### config.mk
export PLATFORM = sky130hd
export DESIGN_NAME = tape_arbiter_flat
export DESIGN_NICKNAME = d
export VERILOG_FILES = /design/src/rtl/tape_arbiter_if.sv /design/src/rtl/tape_arbiter.sv /design/src/flat_wrapper.sv
export SDC_FILE = /design/constraint.sdc
export NUM_CORES = 1
export LEC_CHECK = 0
export ABC_AREA = 0
export CELL_PAD_IN_SITES_DETAIL_PLACEMENT = 0
export CELL_PAD_IN_SITES_GLOBAL_PLACEMENT = 1
export CORE_MARGIN = 5
export CORE_UTILIZATION = 45
export DETAILED_ROUTE_END_ITERATION = 6
export DONT_BUFFER_PORTS = 1
export PLACE_DENSITY_LB_ADDON = 0.1
export SLEW_MARGIN = 20
export SYNTH_ARGS = -nofsm -noshare
export SYNTH_HDL_FRONTEND = slang
export SYNTH_SLANG_ARGS = --single-unit
export TNS_END_PERCENT = 5
### constraint.sdc
create_clock -name clk_i -period 2.09 [get_ports clk_i]
set_clock_uncertainty 0.05 [all_clocks]
set_input_delay 0.209 -clock clk_i [delete_from_list [all_inputs] [get_ports clk_i]]
set_output_delay 0.209 -clock clk_i [all_outputs]
set_load 0.005 [all_outputs]
### src/rtl/tape_arbiter_if.sv
// Bus bundle between tape_arbiter, its two requesters (core, host) and the single-port tape RAM.
interface tape_arbiter_if #(
    parameter int unsigned ADDR_W = 16,
    parameter int unsigned DATA_W = 8
);
    logic              core_req;
    logic              core_we;
    logic [ADDR_W-1:0] core_addr;
    logic [DATA_W-1:0] core_wdata;
    logic              core_gnt;
    logic              core_rvalid;
    logic [DATA_W-1:0] core_rdata;

    logic              host_req;
    logic              host_we;
    logic [ADDR_W-1:0] host_addr;
    logic [DATA_W-1:0] host_wdata;
    logic              host_gnt;
    logic              host_rvalid;
    logic [DATA_W-1:0] host_rdata;

    logic              mem_we;
    logic [ADDR_W-1:0] mem_addr;
    logic [DATA_W-1:0] mem_wdata;
    logic [DATA_W-1:0] mem_rdata;

    logic              init_done;

    // Arbiter side.
    modport slave (
        input  core_req, core_we, core_addr, core_wdata,
        input  host_req, host_we, host_addr, host_wdata,
        input  mem_rdata,
        output core_gnt, core_rvalid, core_rdata,
        output host_gnt, host_rvalid, host_rdata,
        output mem_we, mem_addr, mem_wdata,
        output init_done
    );

    // Requesters plus RAM side.
    modport master (
        output core_req, core_we, core_addr, core_wdata,
        output host_req, host_we, host_addr, host_wdata,
        output mem_rdata,
        input  core_gnt, core_rvalid, core_rdata,
        input  host_gnt, host_rvalid, host_rdata,
        input  mem_we, mem_addr, mem_wdata,
        input  init_done
    );
endinterface

### src/rtl/tape_arbiter.sv
// Tape RAM arbiter: zero-fills the tape after reset, then grants one core/host access per cycle.
// Define TAPE_ARB_ROUND_ROBIN_EN for round-robin on contention; default is fixed host > core.
module tape_arbiter #(
    parameter int unsigned ADDR_W      = 16,
    parameter int unsigned DATA_W      = 8,
    parameter int unsigned CLEAR_DEPTH = 65536
) (
    input  logic           clk_i,
    input  logic           rst_ni,
    tape_arbiter_if.slave  bus_io
);
    typedef enum logic [0:0] {StClear, StIdle} state_e;

    localparam state_e      StReset    = (CLEAR_DEPTH == 0) ? StIdle : StClear;
    localparam int unsigned ClearLastI = (CLEAR_DEPTH == 0) ? 0 : CLEAR_DEPTH - 1;
    localparam logic [ADDR_W:0] ClearLast = ClearLastI[ADDR_W:0];

    state_e            state_q, state_d;
    logic [ADDR_W:0]   clear_cnt_q, clear_cnt_d;
    logic              init_done_q, init_done_d;
    logic              core_rvalid_q, core_rvalid_d;
    logic              host_rvalid_q, host_rvalid_d;
    logic [ADDR_W-1:0] mem_addr_q;

    logic              core_gnt, host_gnt;
    logic              mem_we;
    logic [ADDR_W-1:0] mem_addr;
    logic [DATA_W-1:0] mem_wdata;

`ifdef TAPE_ARB_ROUND_ROBIN_EN
    logic rr_last_host_q, rr_last_host_d;
`endif

    always_comb begin
        state_d     = state_q;
        clear_cnt_d = clear_cnt_q;
        core_gnt    = 1'b0;
        host_gnt    = 1'b0;
        mem_we      = 1'b0;
        mem_addr    = mem_addr_q;
        mem_wdata   = '0;
        unique case (state_q)
            StClear: begin
                mem_we      = 1'b1;
                mem_addr    = clear_cnt_q[ADDR_W-1:0];
                clear_cnt_d = clear_cnt_q + 1'b1;
                if (clear_cnt_q == ClearLast) begin
                    state_d = StIdle;
                end
            end
            StIdle: begin
                // init_done_q also keeps grants off while reset is held with CLEAR_DEPTH == 0.
                if (init_done_q) begin
`ifdef TAPE_ARB_ROUND_ROBIN_EN
                    if (bus_io.host_req && bus_io.core_req) begin
                        host_gnt = ~rr_last_host_q;
                        core_gnt = rr_last_host_q;
                    end else begin
                        host_gnt = bus_io.host_req;
                        core_gnt = bus_io.core_req;
                    end
`else
                    host_gnt = bus_io.host_req;
                    core_gnt = bus_io.core_req & ~bus_io.host_req;
`endif
                end
                if (host_gnt) begin
                    mem_we    = bus_io.host_we;
                    mem_addr  = bus_io.host_addr;
                    mem_wdata = bus_io.host_wdata;
                end else if (core_gnt) begin
                    mem_we    = bus_io.core_we;
                    mem_addr  = bus_io.core_addr;
                    mem_wdata = bus_io.core_wdata;
                end
            end
            default: state_d = StReset;
        endcase
        init_done_d   = (state_d == StIdle);
        core_rvalid_d = core_gnt & ~bus_io.core_we;
        host_rvalid_d = host_gnt & ~bus_io.host_we;
    end

    always_ff @(posedge clk_i or negedge rst_ni) begin
        if (!rst_ni) begin
            state_q       <= StReset;
            clear_cnt_q   <= '0;
            init_done_q   <= 1'b0;
            core_rvalid_q <= 1'b0;
            host_rvalid_q <= 1'b0;
            mem_addr_q    <= '0;
        end else begin
            state_q       <= state_d;
            clear_cnt_q   <= clear_cnt_d;
            init_done_q   <= init_done_d;
            core_rvalid_q <= core_rvalid_d;
            host_rvalid_q <= host_rvalid_d;
            mem_addr_q    <= mem_addr;
        end
    end

`ifdef TAPE_ARB_ROUND_ROBIN_EN
    always_comb begin
        rr_last_host_d = rr_last_host_q;
        if (host_gnt) begin
            rr_last_host_d = 1'b1;
        end else if (core_gnt) begin
            rr_last_host_d = 1'b0;
        end
    end

    always_ff @(posedge clk_i or negedge rst_ni) begin
        if (!rst_ni) begin
            rr_last_host_q <= 1'b0;
        end else begin
            rr_last_host_q <= rr_last_host_d;
        end
    end
`endif

    // The clear sweep state resets into StClear, so the write strobe must be masked during reset.
    assign bus_io.mem_we      = mem_we & rst_ni;
    assign bus_io.mem_addr    = mem_addr;
    assign bus_io.mem_wdata   = mem_wdata;
    assign bus_io.core_gnt    = core_gnt;
    assign bus_io.host_gnt    = host_gnt;
    assign bus_io.core_rvalid = core_rvalid_q;
    assign bus_io.host_rvalid = host_rvalid_q;
    assign bus_io.core_rdata  = bus_io.mem_rdata;
    assign bus_io.host_rdata  = bus_io.mem_rdata;
    assign bus_io.init_done   = init_done_q;
endmodule
### src/flat_wrapper.sv
// flat-port wrapper written by rule: the top's interface ports become plain ports
module tape_arbiter_flat 
#(
    parameter int unsigned ADDR_W      = 16,
    parameter int unsigned DATA_W      = 8,
    parameter int unsigned CLEAR_DEPTH = 65536
)
  (clk_i, rst_ni, bus_io_core_req, bus_io_core_we, bus_io_core_addr, bus_io_core_wdata, bus_io_host_req, bus_io_host_we, bus_io_host_addr, bus_io_host_wdata, bus_io_mem_rdata, bus_io_core_gnt, bus_io_core_rvalid, bus_io_core_rdata, bus_io_host_gnt, bus_io_host_rvalid, bus_io_host_rdata, bus_io_mem_we, bus_io_mem_addr, bus_io_mem_wdata, bus_io_init_done);
  tape_arbiter_if #(.ADDR_W(ADDR_W), .DATA_W(DATA_W)) bus_io_i ();
  input  logic clk_i;
  input  logic rst_ni;
  input wire logic [$bits(bus_io_i.core_req)-1:0] bus_io_core_req;
  input wire logic [$bits(bus_io_i.core_we)-1:0] bus_io_core_we;
  input wire logic [$bits(bus_io_i.core_addr)-1:0] bus_io_core_addr;
  input wire logic [$bits(bus_io_i.core_wdata)-1:0] bus_io_core_wdata;
  input wire logic [$bits(bus_io_i.host_req)-1:0] bus_io_host_req;
  input wire logic [$bits(bus_io_i.host_we)-1:0] bus_io_host_we;
  input wire logic [$bits(bus_io_i.host_addr)-1:0] bus_io_host_addr;
  input wire logic [$bits(bus_io_i.host_wdata)-1:0] bus_io_host_wdata;
  input wire logic [$bits(bus_io_i.mem_rdata)-1:0] bus_io_mem_rdata;
  output wire logic [$bits(bus_io_i.core_gnt)-1:0] bus_io_core_gnt;
  output wire logic [$bits(bus_io_i.core_rvalid)-1:0] bus_io_core_rvalid;
  output wire logic [$bits(bus_io_i.core_rdata)-1:0] bus_io_core_rdata;
  output wire logic [$bits(bus_io_i.host_gnt)-1:0] bus_io_host_gnt;
  output wire logic [$bits(bus_io_i.host_rvalid)-1:0] bus_io_host_rvalid;
  output wire logic [$bits(bus_io_i.host_rdata)-1:0] bus_io_host_rdata;
  output wire logic [$bits(bus_io_i.mem_we)-1:0] bus_io_mem_we;
  output wire logic [$bits(bus_io_i.mem_addr)-1:0] bus_io_mem_addr;
  output wire logic [$bits(bus_io_i.mem_wdata)-1:0] bus_io_mem_wdata;
  output wire logic [$bits(bus_io_i.init_done)-1:0] bus_io_init_done;
  assign bus_io_i.core_req = bus_io_core_req;
  assign bus_io_i.core_we = bus_io_core_we;
  assign bus_io_i.core_addr = bus_io_core_addr;
  assign bus_io_i.core_wdata = bus_io_core_wdata;
  assign bus_io_i.host_req = bus_io_host_req;
  assign bus_io_i.host_we = bus_io_host_we;
  assign bus_io_i.host_addr = bus_io_host_addr;
  assign bus_io_i.host_wdata = bus_io_host_wdata;
  assign bus_io_i.mem_rdata = bus_io_mem_rdata;
  assign bus_io_core_gnt = bus_io_i.core_gnt;
  assign bus_io_core_rvalid = bus_io_i.core_rvalid;
  assign bus_io_core_rdata = bus_io_i.core_rdata;
  assign bus_io_host_gnt = bus_io_i.host_gnt;
  assign bus_io_host_rvalid = bus_io_i.host_rvalid;
  assign bus_io_host_rdata = bus_io_i.host_rdata;
  assign bus_io_mem_we = bus_io_i.mem_we;
  assign bus_io_mem_addr = bus_io_i.mem_addr;
  assign bus_io_mem_wdata = bus_io_i.mem_wdata;
  assign bus_io_init_done = bus_io_i.init_done;
  tape_arbiter #(.ADDR_W(ADDR_W), .DATA_W(DATA_W), .CLEAR_DEPTH(CLEAR_DEPTH)) u_core (.clk_i(clk_i), .rst_ni(rst_ni), .bus_io(bus_io_i));
endmodule
== After elaboration in Yosys (flattened, before gate mapping) ==
Cells that the tools add are included.
Widths: inputs -> output; s select.

* Register bits: 36
* Output and inout port bits: 46

* Add/sub/neg operators: 1
* Equal/unequal tests: 1
* Mux-type cells: 15
* Bitwise gates (word level): 8

{| class="wikitable"
|+ Operators by type and width
! kind !! number
|-
| $mux 16 || 2
|-
| $pmux 16 s2 || 1
|-
| $mux 8 || 3
|-
| $add 17x1->17 const B || 1
|-
| $eq 17x16->1 const B || 1
|-
| $mux 1 || 8
|-
| $and 1x1->1 || 4
|-
| $not 1->1 || 4
|-
| $pmux 1 s2 || 1
|}

== Longest topological paths before layout ==
* Depth after elaboration: 7
* Depth in mapped cells: 6
* Depth with buffers taken out: 6

== Worst setup path after synthesis ==
OpenSTA, ideal clock, no wires.

* Path kind: register -> register
* Start point: register u_core.clear_cnt_q[8]
* End point: register u_core.clear_cnt_q[16]
* Data arrival time: 1510 ps
* Data required time: 1957 ps
* Path slack: 447 ps
* Stages on the path, launching flop included: 7
* Cells stage by stage: dfrtp_1 > and4_1 > and3_1 > nand2_1 > nor4_1 > ha_1 > o21ai_0

* Word-level cells in the longest chain between the ends: 1

{| class="wikitable"
|+ Ends and longest elaborated chain
! element !! line !! text
|-
| start: declaration || tape_arbiter.sv:19 || <nowiki>logic [ADDR_W:0] clear_cnt_q, clear_cnt_d;</nowiki>
|-
| start signal: assignment || tape_arbiter.sv:94 || <nowiki>clear_cnt_q <= clear_cnt_d;</nowiki>
|-
| $add 17x1->17 || tape_arbiter.sv:46 || <nowiki>clear_cnt_d = clear_cnt_q + 1'b1;</nowiki>
|}

No other way between the ends.
A chain may end at the register's enable or synchronous reset.

== Worst setup path in the final report ==
* Start point: register u_core.state_q
* End point: output port bus_io_mem_addr[0]

* Word-level cells in the longest chain between the ends: 2

{| class="wikitable"
|+ Ends and longest elaborated chain
! element !! line !! text
|-
| start: declaration || tape_arbiter.sv:18 || <nowiki>state_e state_q, state_d;</nowiki>
|-
| start signal: assignment || tape_arbiter.sv:86 || <nowiki>state_q <= StReset;</nowiki>
|-
| start signal: assignment || tape_arbiter.sv:93 || <nowiki>state_q <= state_d;</nowiki>
|-
| $not 1->1 || - ||
|-
| $pmux 16 s2 (*) || tape_arbiter.sv:42 || <nowiki>unique case (state_q)</nowiki>
|-
| end: declaration || flat_wrapper.sv:28 || <nowiki>output wire logic [$bits(bus_io_i.mem_addr)-1:0] bus_io_mem_addr;</nowiki>
|}

Every way passes the cells marked *; elsewhere a longest branch is shown, timed or not.

==> results.md <==
Layout:
- The share of final-layout standard cells stronger than drive strength 1 is 0.156.
- In the layout the commonest cells are 36 x sky130_fd_sc_hd__dfrtp_1, 26 x sky130_fd_sc_hd__nand2_1, 19 x sky130_fd_sc_hd__o21ai_0, 16 x sky130_fd_sc_hd__mux2i_1, 14 x sky130_fd_sc_hd__mux2_2.
- After routing the design area is 2100 µm².
- The library cell used most frequently in the layout, excluding fill and tap cells, is sky130_fd_sc_hd__dfrtp_1.
- The repair_antennas step left the layout with diodes totalling 0.
- Relative to the synthesized area, the layout overhead comes to 3.45%.
- After the last flow step, the layout net total stands at 243.
- Measured on the finished design, the core utilization comes to 0.482.
- The number of non-filler instances in the completed layout is between 200 and 250.

STA:
- The number of pins with negative max-slew slack in the final report is 0.
- Based on the critical path, the design can be clocked at up to 520 MHz.
- Headroom to the max-slew limit came out at 0.663.
- The post-layout minimum cycle time is around 1.9 ns.
- In the finished design, the share of the clock period the worst path needs comes to 0.920.
- The total count of hold-check failures in the final report came to 0.
- The final total negative setup slack is 0 ns.
- Setup violations remaining at the end of the flow were counted as 0.
- For the pin with the worst max-slew slack, the measured transition is roughly 0.51 ns.
- The final setup slack of the worst path is ~0.17 ns.
- The minimum hold slack is roughly 0.16 ns.
- Setup repair after global routing left no endpoint under its margin.

Outcome:
- The flow ran to the end, and the final reports show no timing, DRC or antenna violations.

Worst setup path:
- Together, buffers and inverters on the worst path number 1.
- The worst register-to-register path begins at u_core.clear_cnt_q[8].
- At the worst endpoint, the arrival time is about 1.7 ns.
- The capture point of the worst reg-to-reg path is u_core.clear_cnt_q[16].
- The delay contributed by the slowest stage of the critical path is 0.66 ns.
- The kind of end point of the critical path is a primary output.
- Walking the worst path, the cells encountered are buf_4 > mux2_2.
- The worst register-to-register path has a setup slack of 0.23 ns.
- The critical path startpoint category is a register.
- STA puts the critical path data required time at 1.83 ns.
- The worst-case reg-to-reg path depth is 6.
- In this run the worst path has a maximum fanout of 16.
- The largest delay contributor family on the critical path is flip-flops.
- The origin of the worst setup path is u_core.state_q.
- The critical path start-end classification is reg -> out.
- The slowest stage of the critical path belongs to the cell sky130_fd_sc_hd__dfrtp_1.

Power:
- Across the VDD grid, the largest voltage drop is between 300 and 400 µV.
- In this run the power density over the cells is ~650 nW/µm².
- The design draws 1.36 mW.
- For this design the static power due to leakage is ~0.96 nW.

Clock tree:
- The clock-pin slew of the registers on the worst-case setup and hold paths is about 0.080 ns.
- The CTS sink count is 36.
- The number of clock buffers added by TritonCTS is 5.
- The library cell used as clock root buffer is sky130_fd_sc_hd__clkbuf_8.
- The total number of H-tree levels is 2.
- Clock latency on the worst-skew pair, taken at its later pin, is between 0.2 and 0.3 ns.
- No sink is reached through more buffers than the 2 on the longest clock path.
- TritonCTS built the clock tree.

Floorplan:
- The floorplan step set the die width to 77.2 µm.
- The floorplan step set the die height to 77.2 µm.
- The initial cell density of the core is 0.466.
- The die outline area is approximately 6000 µm².
- The area inside the core boundary is 4350 µm².
- The initialized floorplan defines 24 standard-cell rows.
- In this run the count of I/O pins placed on the die edge is 108.

Flow run:
- The total of max-cap violations is 0.

Routing:
- For this run, the detailed router's first-pass iteration total came to 4.
- The total wirelength of the detailed-routed design is 4780 µm.
- In this run, the number of DRC markers left after iteration 0 of detailed routing was between 70 and 80.
- After detailed routing, the average wire length per cell comes to 20.6 µm.
- Once detail routing completed, the nets flagged for antenna violations numbered 0.
- The number of remaining DRC errors is 0.
- The via density per instance is between 5 and 6.
- The routed via count is 1346.

Hold path:
- The worst hold path startpoint is bus_io_host_req.
- The type of the most critical hold path is in -> reg.
- The worst hold path cell count is 3.
- The hold-critical path endpoint is u_core.mem_addr_q[3].

Global routing:
- Across every metal layer, demand over resource in global routing totals 0.162.
- The residual overflow from global routing is 0.
- The initial antenna violation count is 0.
- Entering global routing, the biggest net connects 37 pins.
- The via count of the first global-routing pass came to about 1400.
- The wire length of the first global-routing pass is 7840 µm.

Synthesis:
- The count of unique library cells instantiated by Yosys is 31.
- Synthesis inferred 36 register bits.
- The number of warnings reported in the yosys synthesis log is 0.
- Measured against the total synthesized area, the mux share comes to 0.157.
- Of the post-synthesis cell area, the dominant cell type holds 0.444.
- The dominant combinational cell family by area after synthesis is multiplexers.
- The summed instance area of the synthesized netlist is 2030 µm².
- In the synthesized netlist, the number of instances is 194.
- For this run, the register share of the synthesized area comes to 0.444.
- The synthesized-area fraction occupied by ao, oa, aoi and oai cells is 0.0912.
- Sorting the synthesized cells by area gives the leading types as sky130_fd_sc_hd__dfrtp_1 44%, sky130_fd_sc_hd__mux2i_1 7.9%, sky130_fd_sc_hd__mux2_2 7.8%, sky130_fd_sc_hd__buf_4 5.9%, sky130_fd_sc_hd__xnor2_1 5.2%.
- The average size of a mapped cell is 10.5 µm².
- The adder-cell share of the synthesized area is 0.0123.
- Of the total synthesized cell area, the portion taken by AND, OR, NAND and NOR gates is 0.144.
- The XOR/XNOR share of the synthesized area is 0.0647.
- The cell taking the most area after synthesis is sky130_fd_sc_hd__dfrtp_1.
- Counting every net in the synthesized netlist gives ~260.

Placed design:
- The quantity of I/O buffers inserted on ports is 0.
- At the placement stage, the worst setup path has a slack of 0.181 ns.
- The instance area after placement is approximately 1900 µm².
- The congestion estimate from routability-driven global placement came to 0.766.
- After detailed placement, the design holds a cell count of 220.
- The HPWL reported at the end of detailed placement is approximately 3600 µm.
logic make-up after synthesis:
| logic type | count (synthesis) |
|---|---|
| xor+xnor | 15 |
| compound gates | 30 |
| mux | 30 |
| buf+inv | 30 |
| fa+ha+maj | 2 |
| flops | 36 |
| simple gates | 51 |
how the worst max path moves through the flow:
stage,to,slack [ns],cells after the start
floorplan,u_core.clear_cnt_q[16],0.45,6
global placement,u_core.clear_cnt_q[16],0.36,6
detailed placement,u_core.clear_cnt_q[16],0.18,6
CTS,bus_io_mem_addr[0],0.12,2
global route,bus_io_mem_addr[0],0.03,2
finish,bus_io_mem_addr[0],0.17,2
layout make-up:
cell class / count / area, µm²
Inverter: 3 / 11.3
Tap cell: 52 / 65.1
Timing Repair Buffer: 5 / 57.6
Fill cell: 412 / 2250
Clock inverter: 2 / 35.0
Multi-Input combinational cell: 128 / 957
Clock buffer: 6 / 72.6
Sequential cell: 36 / 901
power by group:
part / internal [mW] / switching (mW)
Sequential: 0.696 / 0
Clock: 0.354 / 0.248
Combinational: 0.0296 / 0.0284
Total: 1.08 / 0.277
worst reg2reg max path: cells and delay by family (launching register included):
| kind | cells | cell delay (ns) |
|---|---|---|
| flops | 1 | 0.45 |
| compound gates | 1 | 0.16 |
| fa+ha+maj | 1 | 0.27 |
| simple gates | 4 | 0.84 |
flip-flops by register name, indices dropped and copies added, names as in the netlist:
signal	cells
u_core.bus_io.host_rvalid	1
u_core.clear_cnt_q	17
u_core.state_q	1
u_core.mem_addr_q	16
u_core.bus_io.core_rvalid	1
cells in the mapped netlist (all sizes together):
cell type	n
nand3b	1
nor2	3
ha	2
nand4	1
and4	2
and2	1
a22o	8
dfrtp	36
a21o	1
nand2b	1
nand3	6
o21ai	19
nand2	26
mux2i	16
mux2	14
xnor2	12
inv	3
or2	1
a21boi	1
and3	1
nor2b	3
and3b	1
a21oi	1
clkbuf	6
nor3	1
nor4	3
xor2	3
buf	21
routing by layer:
layer,vias up,routed length [µm],global-route usage
met5,-,0,0
met4,0,35,0.0378
met3,6,325,0.0515
met2,48,2500,0.272
met1,672,1920,0.201
li1,620,-,-
what timing repair did:
item                                    4_1_cts  5_1_grt
resized for setup                             0        1
endpoints found under the setup margin        0        1
hold endpoints to repair                     38        0
buffers inserted                              0        0
hold buffers                                  4        0
No activity file was read; power rests on OpenSTA's default activity.
==> variant 1: new RTL, same flow settings <==
Take the reset off `mem_addr_q` and load it in a clocked block of its own.
--- a/src/rtl/tape_arbiter.sv
+++ b/src/rtl/tape_arbiter.sv
@@ -88,15 +88,17 @@
             init_done_q   <= 1'b0;
             core_rvalid_q <= 1'b0;
             host_rvalid_q <= 1'b0;
-            mem_addr_q    <= '0;
         end else begin
             state_q       <= state_d;
             clear_cnt_q   <= clear_cnt_d;
             init_done_q   <= init_done_d;
             core_rvalid_q <= core_rvalid_d;
             host_rvalid_q <= host_rvalid_d;
-            mem_addr_q    <= mem_addr;
         end
+    end
+
+    always_ff @(posedge clk_i) begin
+        mem_addr_q <= mem_addr;
     end
 
 `ifdef TAPE_ARB_ROUND_ROBIN_EN
Formal check against the unedited RTL: no difference found for any inputs over 10 cycles, from zero or initial values and one cycle with rst_ni low; that may be too few to reach the edited logic, so the function may still have changed.
==> variant 1 against the original RTL <==
Final area decreased by 3.8%; wire length decreased by 6.8%; synthesized area decreased by 3.9%; setup slack improved by 110 ps; total power increased by 3.6%; largest power group unchanged; sequential cell count unchanged; fmax increased by 5.9%; highest routed layer unchanged; first-iteration DRC count decreased by 47%.
==> variant 1: results (changes against the original RTL) <==
- The count of non-filler cells in the finished layout was 232 (unchanged).
- The number of buffers added on ports is 0 (unchanged).
- The cts-stage hold buffer count is 3 (was 4).
- The largest fanout of any net on the critical path is 14 (was 16).
- The post-CTS setup buffer count is 0 (unchanged).
- The sequential area share after synthesis is 0.421 (was 0.444).
- The share of post-route cells with drive strength above 1 came to 0.156 (unchanged).
- The post-detailed-routing wire length is 4.46 mm (was 4.78 mm).
- The worst setup path endpoint is bus_io_mem_addr[13] (was bus_io_mem_addr[0]).
- The endpoint arrival time on the critical path is 1560 ps (was 1660 ps).
- The path type of the worst min-delay path is input pin to register (unchanged).
- Largest registers ranked by flip-flop count: u_core.clear_cnt_q (17), u_core.mem_addr_q (16) (unchanged).
- The number of antenna cells inserted is 0 (unchanged).
- The clock root buffer was clkbuf_8 (unchanged).
- The number of nets still failing antenna checks after routing is 0 (unchanged).
- The number of detailed-routing iterations run before antenna repair is 4 (unchanged).
- The number of antenna violations at the first check in global routing is 0 (unchanged).
- The start point of the critical path was u_core.state_q$_DFF_PN0_ (unchanged).
- The maximum clock insertion buffer count is 2 (unchanged).
- The async set-reset flop share out of synthesis is 0.556 (was 1.00).
- The placer's final routability congestion estimate is 0.747 (was 0.766).
- The global-route usage over all layers was 0.149 (was 0.162).
- The average cell area after synthesis is 10.0 um2 (was 10.5 um2).
- The number of different library cells in the post-synthesis netlist is 32 (was 31).
- Most frequent cells after synthesis: nand2_1, dfrtp_1, o21ai_0 (was dfrtp_1, nand2_1, o21ai_0).
- The peak supply drop was 0.000322 V (was 0.000375 V).
- The mean number of vias per cell is 5.62 (was 5.80).
- Result of the run: complete, no violations (unchanged).
- The register-to-register setup slack is 300 ps (was 230 ps).
- The estimated wirelength of the detail-placed design is 3.40 mm (was 3.59 mm).
- The static leakage came to 0.883 nW (was 0.961 nW).
- The number of global-route vias before repair is 1303 (was 1443).
- The clock slew at the register clock pins of the worst setup and hold paths is roughly 70 ps.
- The total instance count after detailed placement is 221 (was 220).
- The reg-to-reg critical path endpoint is u_core.clear_cnt_q[16]$_DFFE_PN0N_ (unchanged).
- The placed instance area is 0.00186 mm2 (was 0.00194 mm2).
- The first-pass GRT wire length is 6.35 mm (was 7.84 mm).
- The depth of the CTS H-tree came to 2 (unchanged).
- The maximum number of pins on one net before global-route repair came to 37 (unchanged).
- The quantity of gates resized following cts was 0 (unchanged).
- The switching power is 268 uW (was 277 uW).
- The post-synth net total was 258 (unchanged).
- The critical register-to-register path startpoint is u_core.clear_cnt_q[8]$_DFFE_PN0N_ (unchanged).
- The count of warnings emitted by yosys is 0 (unchanged).
- The normalized max-slew margin came to 0.367 (was 0.663).
- The number of violations reported at the end of detailed-routing iteration 0 is 40 (was 76).
- The final layout net count came to 243 (unchanged).
- Top post-synthesis cells by area: dfrtp_1, dfxtp_1, mux2i_1 (was dfrtp_1, mux2i_1, mux2_2).
- The primary flip-flop cell chosen by synthesis mapping was dfrtp_1 (unchanged).
- The clock insertion delay at the later pin of the skew report is 280 ps.
- The total clock buffers created by CTS is 5 (unchanged).
- The worst reg-to-reg path cell count is 6 (unchanged).
==> variant 1: cell types whose count changed after synthesis <==
cell     before  now
dfxtp_1       0   16
dfrtp_1      36   20
==> variant 1: routing by layer <==
metal  vias up  part of all wire  global-route usage
li1        625                 -                   -
met1       595              0.39               0.186
met2        77              0.49               0.248
met3         6              0.11              0.0475
met4         0            0.0061              0.0408
met5         -                 0                   0
==> variant 1: worst min path at each step <==
stage	startpoint	slack (ps)	depth (start not counted)	end
finish	bus_io_host_req	160	3	u_core.mem_addr_q[0]$_DFF_P_
global route	bus_io_host_req	160	3	u_core.mem_addr_q[0]$_DFF_P_
CTS	bus_io_host_req	150	3	u_core.mem_addr_q[0]$_DFF_P_
detailed placement	rst_ni	-140	0	u_core.clear_cnt_q[7]$_DFFE_PN0N_
global placement	rst_ni	-140	0	u_core.clear_cnt_q[1]$_DFFE_PN0N_
floorplan	rst_ni	-140	0	u_core.bus_io.core_rvalid$_DFF_PN0_
==> variant 1: metrics by stage <==
stage,util,setup WS (ps)
floorplan,-,447
global placement,0.437,361
detailed placement,0.437,292
CTS,0.474,245
global route,0.474,6.38
finish,0.474,274
==> variant 1: critical path: stages (launching register included) <==
cell	delay, ps
dfrtp_1	600
buf_4	290
mux2_2	380
==> variant 1: cells by family (layout without fill, tap and decap cells) <==
logic type,count (synthesis),after routing,synth area share
simple gates,51,51,0.150
flops,36,36,0.421
compound gates,30,30,0.0950
mux,30,30,0.163
buf+inv,30,16,0.0911
xor+xnor,15,15,0.0674
fa+ha+maj,2,2,0.0128
==> variant 1: power groups by stage <==
stage | clock (mW) | combinational [mW] | sequential (mW)
floorplan | 0 | 0.0701 | 0.706
global placement | 0 | 0.0347 | 0.706
detailed placement | 0 | 0.0355 | 0.706
CTS | 0.689 | 0.0483 | 0.691
global route | 0.715 | 0.0542 | 0.691
finish | 0.668 | 0.0470 | 0.691
==> variant 1: layout make-up <==
cell class	instances	area (um2)
Clock buffer	7	96.3
Clock inverter	1	30.0
Fill cell	411	2240
Inverter	3	11.3
Multi-Input combinational cell	128	951
Sequential cell	36	821
Tap cell	52	65.1
Timing Repair Buffer	5	45.0
==> variant 2: new RTL, config.mk and constraints unchanged <==
Made on the original files. The option `TAPE_ARB_ROUND_ROBIN_EN` is turned on by a define.
--- a/src/rtl/tape_arbiter.sv
+++ b/src/rtl/tape_arbiter.sv
@@ -1,5 +1,7 @@
 // Tape RAM arbiter: zero-fills the tape after reset, then grants one core/host access per cycle.
 // Define TAPE_ARB_ROUND_ROBIN_EN for round-robin on contention; default is fixed host > core.
+`define TAPE_ARB_ROUND_ROBIN_EN
+
 module tape_arbiter #(
     parameter int unsigned ADDR_W      = 16,
     parameter int unsigned DATA_W      = 8,
Function: same outputs for any inputs over 10 cycles, from zero or initial values and one cycle with rst_ni low; that may be too few to reach the edited logic, so the function may still have changed.
==> variant 2 against the original RTL <==
Sequential cell count up 1; via count up 6.5%; total power grew 5.0%; wire length rose by 7.0%; synthesized area down 2.8%; setup slack got worse by 46 ps; non-clock buffer count up 4; final area grew 0.89%.
==> variant 2: results (changes against the original RTL) <==
- The placed instance area is 0.00191 mm2 (was 0.00194 mm2).
- The startpoint of the worst hold path was bus_io_core_req (was bus_io_host_req).
- Result of the run: complete, no violations (unchanged).
- The layout buffering overhead excluding clock cells came to 0.0413 (was 0.0274).
- The met1 track demand over resource in global routing was 0.225 (was 0.201).
- The number of clock-tree buffers in the layout is 7 (was 6).
- The maximum number of pins on one net before global-route repair was 38 (was 37).
- The number of global-route vias before repair is 1554 (was 1443).
- The share of synthesized area spent on multiplexers was 0.00571 (was 0.157).
- The sum of routed wire segments on met1 is 2.10 mm (was 1.92 mm).
- The global-route usage over all layers is 0.180 (was 0.162).
- The post-synth net total is 256 (was 258).
- The sink of the worst hold path is u_core.bus_io.core_rvalid$_DFF_PN0_ (was u_core.mem_addr_q[3]$_DFF_PN0_).
- The via count is 1434 (was 1346).
- The number of synthesized register bits is 37 (was 36).
- The number of different library cells in the post-synthesis netlist came to 38 (was 31).
- The detailed route wirelength on metal2 is 2.22 mm (was 2.50 mm).
- The compound-cell area share of the yosys netlist is 0.175 (was 0.0912).
- The top achievable clock speed was 0.508 GHz (was 0.520 GHz).
- The family with the most delay on the worst path is simple AND/OR/NAND/NOR gates (was flip-flops).
- The largest incremental delay on the critical path was 400 ps (was 660 ps).
- The worst hold margin is 63.6 ps (was 163 ps).
- The floorplan core area came to 0.00429 mm2 (was 0.00435 mm2).
- The global-route track usage on met2 is 0.259 (was 0.272).
- The number of violations reported at the end of detailed-routing iteration 0 is 88 (was 76).
- The sequential area share after synthesis is 0.470 (was 0.444).
- The estimated wirelength of the detail-placed design was 3.87 mm (was 3.59 mm).
- The final layout net count is 248 (was 243).
- The share of post-route cells with drive strength above 1 is 0.157 (was 0.156).
- The worst setup path endpoint is bus_io_mem_addr[2] (was bus_io_mem_addr[0]).
- The cell count of the worst hold path is 2 (was 3).
==> variant 2: cell count changes after synthesis, sizes merged, moves of 11 or more <==
| cell | delta |
|---|---|
| mux2 | -13 |
| mux2i | -16 |
| nand2 | -18 |
| nor2 | +16 |
| o21ai | -17 |
| o221ai | +15 |
| o22ai | +11 |
==> variant 2: worst reg2reg max path: stages (launching register included) <==
cell and delay, ps:
dfrtp_1 530, nand4b_1 410, nor3_1 350, nand3_1 150
xnor2_1 140
==> variant 2: cell families (layout without fill, tap and decap cells) <==
group	after synthesis	count (layout)
flip-flops	37	37
AO/OA/AOI/OAI	44	44
buffers and inverters	38	31
XOR/XNOR	15	15
adder cells (fa/ha/maj)	2	2
multiplexers	1	1
AND/OR/NAND/NOR	55	55
==> variant 2: where the power goes <==
group          internal [mW]  leakage, nW  total (mW)  switching (mW)
Combinational         0.0207        0.327      0.0630          0.0423
Clock                  0.389       0.0585       0.645           0.256
Sequential             0.716        0.491       0.717        0.000763
Total                   1.13        0.876        1.42           0.299
